[config.mk]
export PLATFORM = sky130hd
export DESIGN_NAME = fb_pixel_writer
export DESIGN_NICKNAME = d
export VERILOG_FILES = /design/src/rtl/render_pkg.sv /design/src/rtl/pix_fifo.sv /design/src/rtl/fb_pixel_writer.sv
export SDC_FILE = /design/constraint.sdc
export NUM_CORES = 1
export LEC_CHECK = 0
export ABC_AREA = 1
export CORE_MARGIN = 2
export CORE_UTILIZATION = 25
export CTS_BUF_LIST = sky130_fd_sc_hd__clkbuf_16
export DETAILED_ROUTE_END_ITERATION = 7
export DONT_BUFFER_PORTS = 1
export PLACE_DENSITY = 0.5
export SLEW_MARGIN = 30
export SYNTH_ARGS = -nofsm -noshare
export SYNTH_HDL_FRONTEND = slang
export SYNTH_SLANG_ARGS = --single-unit
[constraint.sdc]
create_clock -name clk -period 5.5 [get_ports clk]
set_input_delay 1.1 -clock clk [delete_from_list [all_inputs] [get_ports clk]]
set_output_delay 1.1 -clock clk [all_outputs]
set_load 0.01 [all_outputs]
[src/rtl/render_pkg.sv]
// Shared render-pipeline constants and the pixel writer FSM encoding.
package render_pkg;
  localparam int FB_WIDTH  = 320;
  localparam int FB_HEIGHT = 240;
  localparam int ADDRW     = 17;

  typedef enum logic [1:0] {
    IDLE  = 2'd0,
    RUN   = 2'd1,
    DRAIN = 2'd2
  } wr_state_e;
endpackage

[src/rtl/pix_fifo.sv]
// Synchronous FIFO with first-word-fall-through head and an occupancy count.
module pix_fifo #(
  parameter int WIDTH = 21,
  parameter int DEPTH = 4,
  localparam int PTRW = $clog2(DEPTH)
) (
  input  logic             clk,
  input  logic             rst_n,
  input  logic             push,
  input  logic [WIDTH-1:0] din,
  input  logic             pop,
  output logic [WIDTH-1:0] head,
  output logic             full,
  output logic             empty,
  output logic [PTRW:0]    count
);

  logic [WIDTH-1:0] mem [DEPTH];
  logic [PTRW-1:0]  wptr;
  logic [PTRW-1:0]  rptr;
  logic             do_push;
  logic             do_pop;

  assign empty   = (count == '0);
  assign full    = (count == (PTRW+1)'(DEPTH));
  assign do_pop  = pop && !empty;
  // A full FIFO may still take a push when the head leaves in the same cycle.
  assign do_push = push && (!full || do_pop);
  assign head    = mem[rptr];

  always_ff @(posedge clk or negedge rst_n) begin
    if (!rst_n) begin
      wptr  <= '0;
      rptr  <= '0;
      count <= '0;
    end else begin
      if (do_push) wptr <= wptr + 1'b1;
      if (do_pop)  rptr <= rptr + 1'b1;
      case ({do_push, do_pop})
        2'b10:   count <= count + 1'b1;
        2'b01:   count <= count - 1'b1;
        default: count <= count;
      endcase
    end
  end

  always_ff @(posedge clk) begin
    if (do_push) mem[wptr] <= din;
  end

endmodule

[src/rtl/fb_pixel_writer.sv]
// Pixel sink: clips iterator pixels, converts to linear addresses, buffers them
// and writes them to the framebuffer port as the arbiter grants slots.
module fb_pixel_writer #(
  parameter int CORDW     = 10,
  parameter int COLRW     = 4,
  parameter int FB_WIDTH  = render_pkg::FB_WIDTH,
  parameter int FB_HEIGHT = render_pkg::FB_HEIGHT,
  parameter int ADDRW     = render_pkg::ADDRW,
  parameter int DEPTH     = 4
) (
  input  logic                  clk,
  input  logic                  rst_n,
  input  logic [CORDW-1:0]      x,
  input  logic [CORDW-1:0]      y,
  input  logic [COLRW-1:0]      colr,
  input  logic                  drawing,
  output logic                  oe,
  input  logic                  shape_done,
  output logic [ADDRW-1:0]      fb_addr,
  output logic [COLRW-1:0]      fb_colr,
  output logic                  fb_we,
  input  logic                  fb_grant,
  output logic                  busy,
  output logic                  flush_done,
  output logic [7:0]            clip_cnt,
  output render_pkg::wr_state_e dbg_state
);
  import render_pkg::*;

  localparam int PTRW = $clog2(DEPTH);
  localparam int FW   = ADDRW + COLRW;

  // Handshakes: the iterator pixel moves on any cycle with drawing && oe;
  // a framebuffer write completes on any cycle with fb_we && fb_grant, and
  // fb_addr/fb_colr hold steady until then.

  wr_state_e        state;
  logic             accept;
  logic             s1_valid;
  logic             s1_clip;
  logic [ADDRW-1:0] s1_addr;
  logic [COLRW-1:0] s1_colr;
  logic             push;
  logic             pop;
  logic             full;
  logic             empty;
  logic [PTRW:0]    count;
  logic [FW-1:0]    head;
  logic [PTRW+1:0]  occ;
  logic             clip_inc;
  logic             drain_done;

  // Occupancy includes the S1 slot so a pixel accepted now always fits.
  assign occ    = {1'b0, count} + {{(PTRW+1){1'b0}}, s1_valid};
  assign oe     = rst_n && (occ < (PTRW+2)'(DEPTH));
  assign accept = drawing && oe;

  always_ff @(posedge clk or negedge rst_n) begin
    if (!rst_n) begin
      s1_valid <= 1'b0;
      s1_clip  <= 1'b0;
      s1_addr  <= '0;
      s1_colr  <= '0;
    end else begin
      s1_valid <= accept;
      if (accept) begin
        s1_clip <= (int'(x) >= FB_WIDTH) || (int'(y) >= FB_HEIGHT);
        s1_addr <= ADDRW'(y) * ADDRW'(FB_WIDTH) + ADDRW'(x);
        s1_colr <= colr;
      end
    end
  end

  assign push     = s1_valid && !s1_clip;
  assign clip_inc = s1_valid && s1_clip;
  assign pop      = fb_we && fb_grant;

  pix_fifo #(
    .WIDTH (FW),
    .DEPTH (DEPTH)
  ) u_fifo (
    .clk   (clk),
    .rst_n (rst_n),
    .push  (push),
    .din   ({s1_addr, s1_colr}),
    .pop   (pop),
    .head  (head),
    .full  (full),
    .empty (empty),
    .count (count)
  );

  assign fb_we   = !empty;
  assign fb_addr = empty ? '0 : head[FW-1:COLRW];
  assign fb_colr = empty ? '0 : head[COLRW-1:0];

  assign drain_done = !s1_valid && empty;

  always_ff @(posedge clk or negedge rst_n) begin
    if (!rst_n) begin
      state    <= IDLE;
      clip_cnt <= 8'd0;
    end else begin
      case (state)
        IDLE:    if (accept || shape_done) state <= shape_done ? DRAIN : RUN;
        RUN:     if (shape_done) state <= DRAIN;
        DRAIN:   if (drain_done) state <= IDLE;
        default: state <= IDLE;
      endcase
      // A new shape restarts the count; its first pixel is counted later from S1.
      if (state == IDLE && (accept || shape_done))
        clip_cnt <= clip_inc ? 8'd1 : 8'd0;
      else if (clip_inc && clip_cnt != 8'hFF)
        clip_cnt <= clip_cnt + 8'd1;
    end
  end

  assign busy       = (state != IDLE);
  assign flush_done = (state == DRAIN) && drain_done;
  assign dbg_state  = state;

  logic unused_full;
  assign unused_full = full;

endmodule

==> results by group <==
Status
  – Status: complete, no violations

Die
  – Num ports: 64
  – Die width: approximately 160 microns
  – Die boundary height: 157 microns
  – Initial Util: between 20% and 30%
  – Floorplan core area: 0.0233 sq mm
  – Row count: 56
  – Die Area: around 0.025 sq mm

Logic synthesis
  – Mapped cell area: roughly 0.0059 sq mm
  – Sequential area share after synthesis: between 60% and 70%
  – Post-synthesis async set-or-reset flop share: about a third
  – Post-synth EDFFs: 84
  – Most frequent cells after synthesis: 111 x nor2_1, 99 x nand2_1, 84 x edfxtp_1
  – Number of synthesized register bits: roughly 120
  – Synth cell types: 33
  – Top cells by area, synth: edfxtp_1 43%, dfrtp_1 17%, nor2_1 7.1%, nand2_1 6.3%, ha_1 5.1%
  – Syn Area/Cell: a little under 10 sq um
  – Warnings, synthesis: 0
  – Largest area contributor in the netlist: edfxtp_1
  – Syn_nets: about 650
  – Post-synth top flop: edfxtp_1
  – Top-count cell post-synth: nor2_1
  – Area share of the largest cell type after synthesis: a little over two fifths
  – Synth Instances: approximately 600

Global routing
  – GR Overflow Total: 0
  – Largest net degree at the start of global routing: 44
  – Number of global-route vias before repair: 3,748
  – Initial antenna violation count: 0
  – Gr usage total: between 10% and 20%
  – First-pass GRT wire length: 21,400 microns

STA
  – Setup TNS: 0 ns
  – Setup Skew: roughly 0.0069 ns
  – Setup Viol. Count Final: 0
  – Post-layout min period: between 3 and 4 ns
  – Maximum clock frequency: 268 MHz
  – RSZ-0062 raised after global routing: false
  – Fin crit share: 67.8%
  – Fin. max-slew vios: 0
  – Worst slew margin: between 30% and 40%
  – Least-Margin Pin Slew: around 0.9 ns
  – Final hold violation count: 0

Finish
  – Layout cell share with drive strength beyond 1: between 10% and 20%
  – Area Overhead vs Synth: 16.2%
  – Nets: 651
  – Final core occ: 29.2%
  – Number of diodes: 0

CTS
  – Root buffer selected by CTS: clkbuf_16
  – Post-CTS setup repair buffer count: 0
  – Skew-Pair Late Insertion Delay: 0.41 ns
  – H-tree Lvls: 4
  – PostCTS Resize Cnt: 0
  – CTS Buf Count: 17
  – Max Root-Sink Buffers: 2
  – Worst-path clk slew: about 0.06 ns
  – CTS Hold Bufs: 0
  – Sink Count: about 120
  – TritonCTS clock tree: built

Critical path
  – CP endpoint kind: output port
  – Cell Chain, Critical Path: inv_1, nor2_1, o21ai_0, a21oi_1
  – Slowest CP cell: dfrtp_1
  – Worst r2r src: u_fifo.count[2]
  – Worst Path Arrival: around 2.6 ns
  – Crit path kind: reg -> out
  – Setup crit start kind: flop
  – Delay-heaviest family, CP: flip-flops
  – Buf+Inv Stages, Crit Path: 1
  – Crit path launch: u_fifo.rptr[1]
  – CP required: 4.40 ns
  – CP peak stage delay: 0.90 ns
  – Top fanout value on the critical path: 23

Power and ir drop
  – Sw frac: around a third
  – Peak VDD IR: roughly 190 uV
  – Sw power: about 0.0012 W
  – Internal power: roughly 0.0022 W
  – Comb pwr share: 25.6%
  – Power Density: approximately 500 mW/mm^2
  – P_leak: 2.77 nW
  – Clock share of power: roughly a third
  – Reg power frac: 42.1%

Detailed routing
  – WL per Instance: around 15 microns
  – Vias/cell: 4.17
  – DRC: 0
  – Violation count after the first detailed-route iteration: between 150 and 200
  – Post-DRT Antenna Nets: 0
  – Vias post-DR: just under 4k
  – Final WL: between 10,000 and 15,000 microns
  – DRT Pass-1 Iters: 4

Placed design
  – Input/output buffers: 0
  – Detailed placement HPWL: between 9000 and 10,000 microns
  – Gpl congestion: about 0.76

Hold path
  – Hold WC Path Type: in -> async

Run
  – Max-cap violations: 0
-- routing by layer --
layer / GRT usage, % / up-vias / routed length [microns]
met4: 4.98 / 0 / 233
met5: 0 / - / 0
met3: 3.25 / 17 / 667
li1: - / 1980 / -
met2: 17.9 / 74 / 6130
met1: 15.9 / 1791 / 6800
-- kinds of logic (layout without fill, tap and decap cells) --
kind of cell	count (synthesis)	after routing	synth area share, %
AND/OR/NAND/NOR	256	256	18.3
flip-flops	124	124	60.2
AO/OA/AOI/OAI	98	98	8.80
buffers and inverters	74	93	5.08
adder cells (fa/ha/maj)	27	27	6.15
XOR/XNOR	10	10	1.50
-- final cells by class --
cell class | count | area [sq um]
inverter | 55 | 206
clock buffer | 17 | 425
clock inverter | 15 | 158
timing repair buffer | 6 | 45.0
sequential | 124 | 3520
tap | 319 | 399
fill | 2486 | 16500
multi-input combinational | 391 | 2050
-- registers in the layout, indices dropped and copies added, names as in the netlist --
name          flops
u_fifo.mem       84
s1_addr          17
clip_cnt          8
s1_colr           4
u_fifo.count      3
dbg_state         2
u_fifo.rptr       2
u_fifo.wptr       2
s1_clip           1
s1_valid          1
-- power groups by stage --
stage,Combinational (W),Sequential (W),Clock (W)
6_report,0.000875,0.00144,0.00111
5_1_grt,0.00102,0.00147,0.00118
4_1_cts,0.000903,0.00145,0.00114
3_5_place_dp,0.000899,0.00146,0
3_3_place_gp,0.000894,0.00146,0
2_1_floorplan,0.000738,0.00135,0
-- metrics by stage --
| step | instances | power (W) | hold slack (ns) | instance area, sq um | setup slack [ns] |
|---|---|---|---|---|---|
| 2_1_floorplan | 589 | 0.00209 | 0.476 | 5860 | 2.55 |
| 3_3_place_gp | 895 | 0.00235 | 0.512 | 6220 | 2.06 |
| 3_5_place_dp | 895 | 0.00236 | 0.516 | 6220 | 2.05 |
| 4_1_cts | 927 | 0.00349 | 0.350 | 6800 | 1.59 |
| 5_1_grt | 927 | 0.00367 | 0.352 | 6800 | 1.35 |
| 6_report | 927 | 0.00342 | 0.380 | 6800 | 1.77 |
-- path summary, 6_finish.rpt --
| path | endpoint | slack, ns | depth (start not counted) |
|---|---|---|---|
| max reg2reg | u_fifo.mem[3][18] | 3.27 | 6 |
| min | s1_addr[1] | 0.38 | 0 |
| max in group asynchronous | s1_addr[6] | 5.03 | 0 |
| min in group clk | u_fifo.mem[3][9] | 0.53 | 0 |
| min reg2reg | u_fifo.mem[3][9] | 0.53 | 0 |
| max | fb_addr[16] | 1.77 | 4 |
-- layout by cell type (no fill, tap or decap), drive strengths merged --
cell type / count
buf: 6
clkinv: 7
nand3: 21
nand4: 7
xnor2: 2
fa: 3
nand2: 105
o22ai: 1
or2: 2
clkbuf: 17
dfrtp: 40
a21o: 1
inv: 57
nor3: 6
edfxtp: 84
o21ai: 62
bufinv: 3
a21oi: 30
a21boi: 1
a31oi: 1
and2: 1
xor2: 8
ha: 24
o211ai: 1
nor2: 114
clkinvlp: 3
a31o: 1
-- worst register-to-register path: stages (launching register included) --
cell and delay, ns:
dfrtp_1 0.38, inv_1 0.10, nor2_1 0.05, nand2_1 0.08
nand3_2 0.21, nor2_2 0.77, buf_4 0.35
No activity file was read; power rests on OpenSTA's default activity.
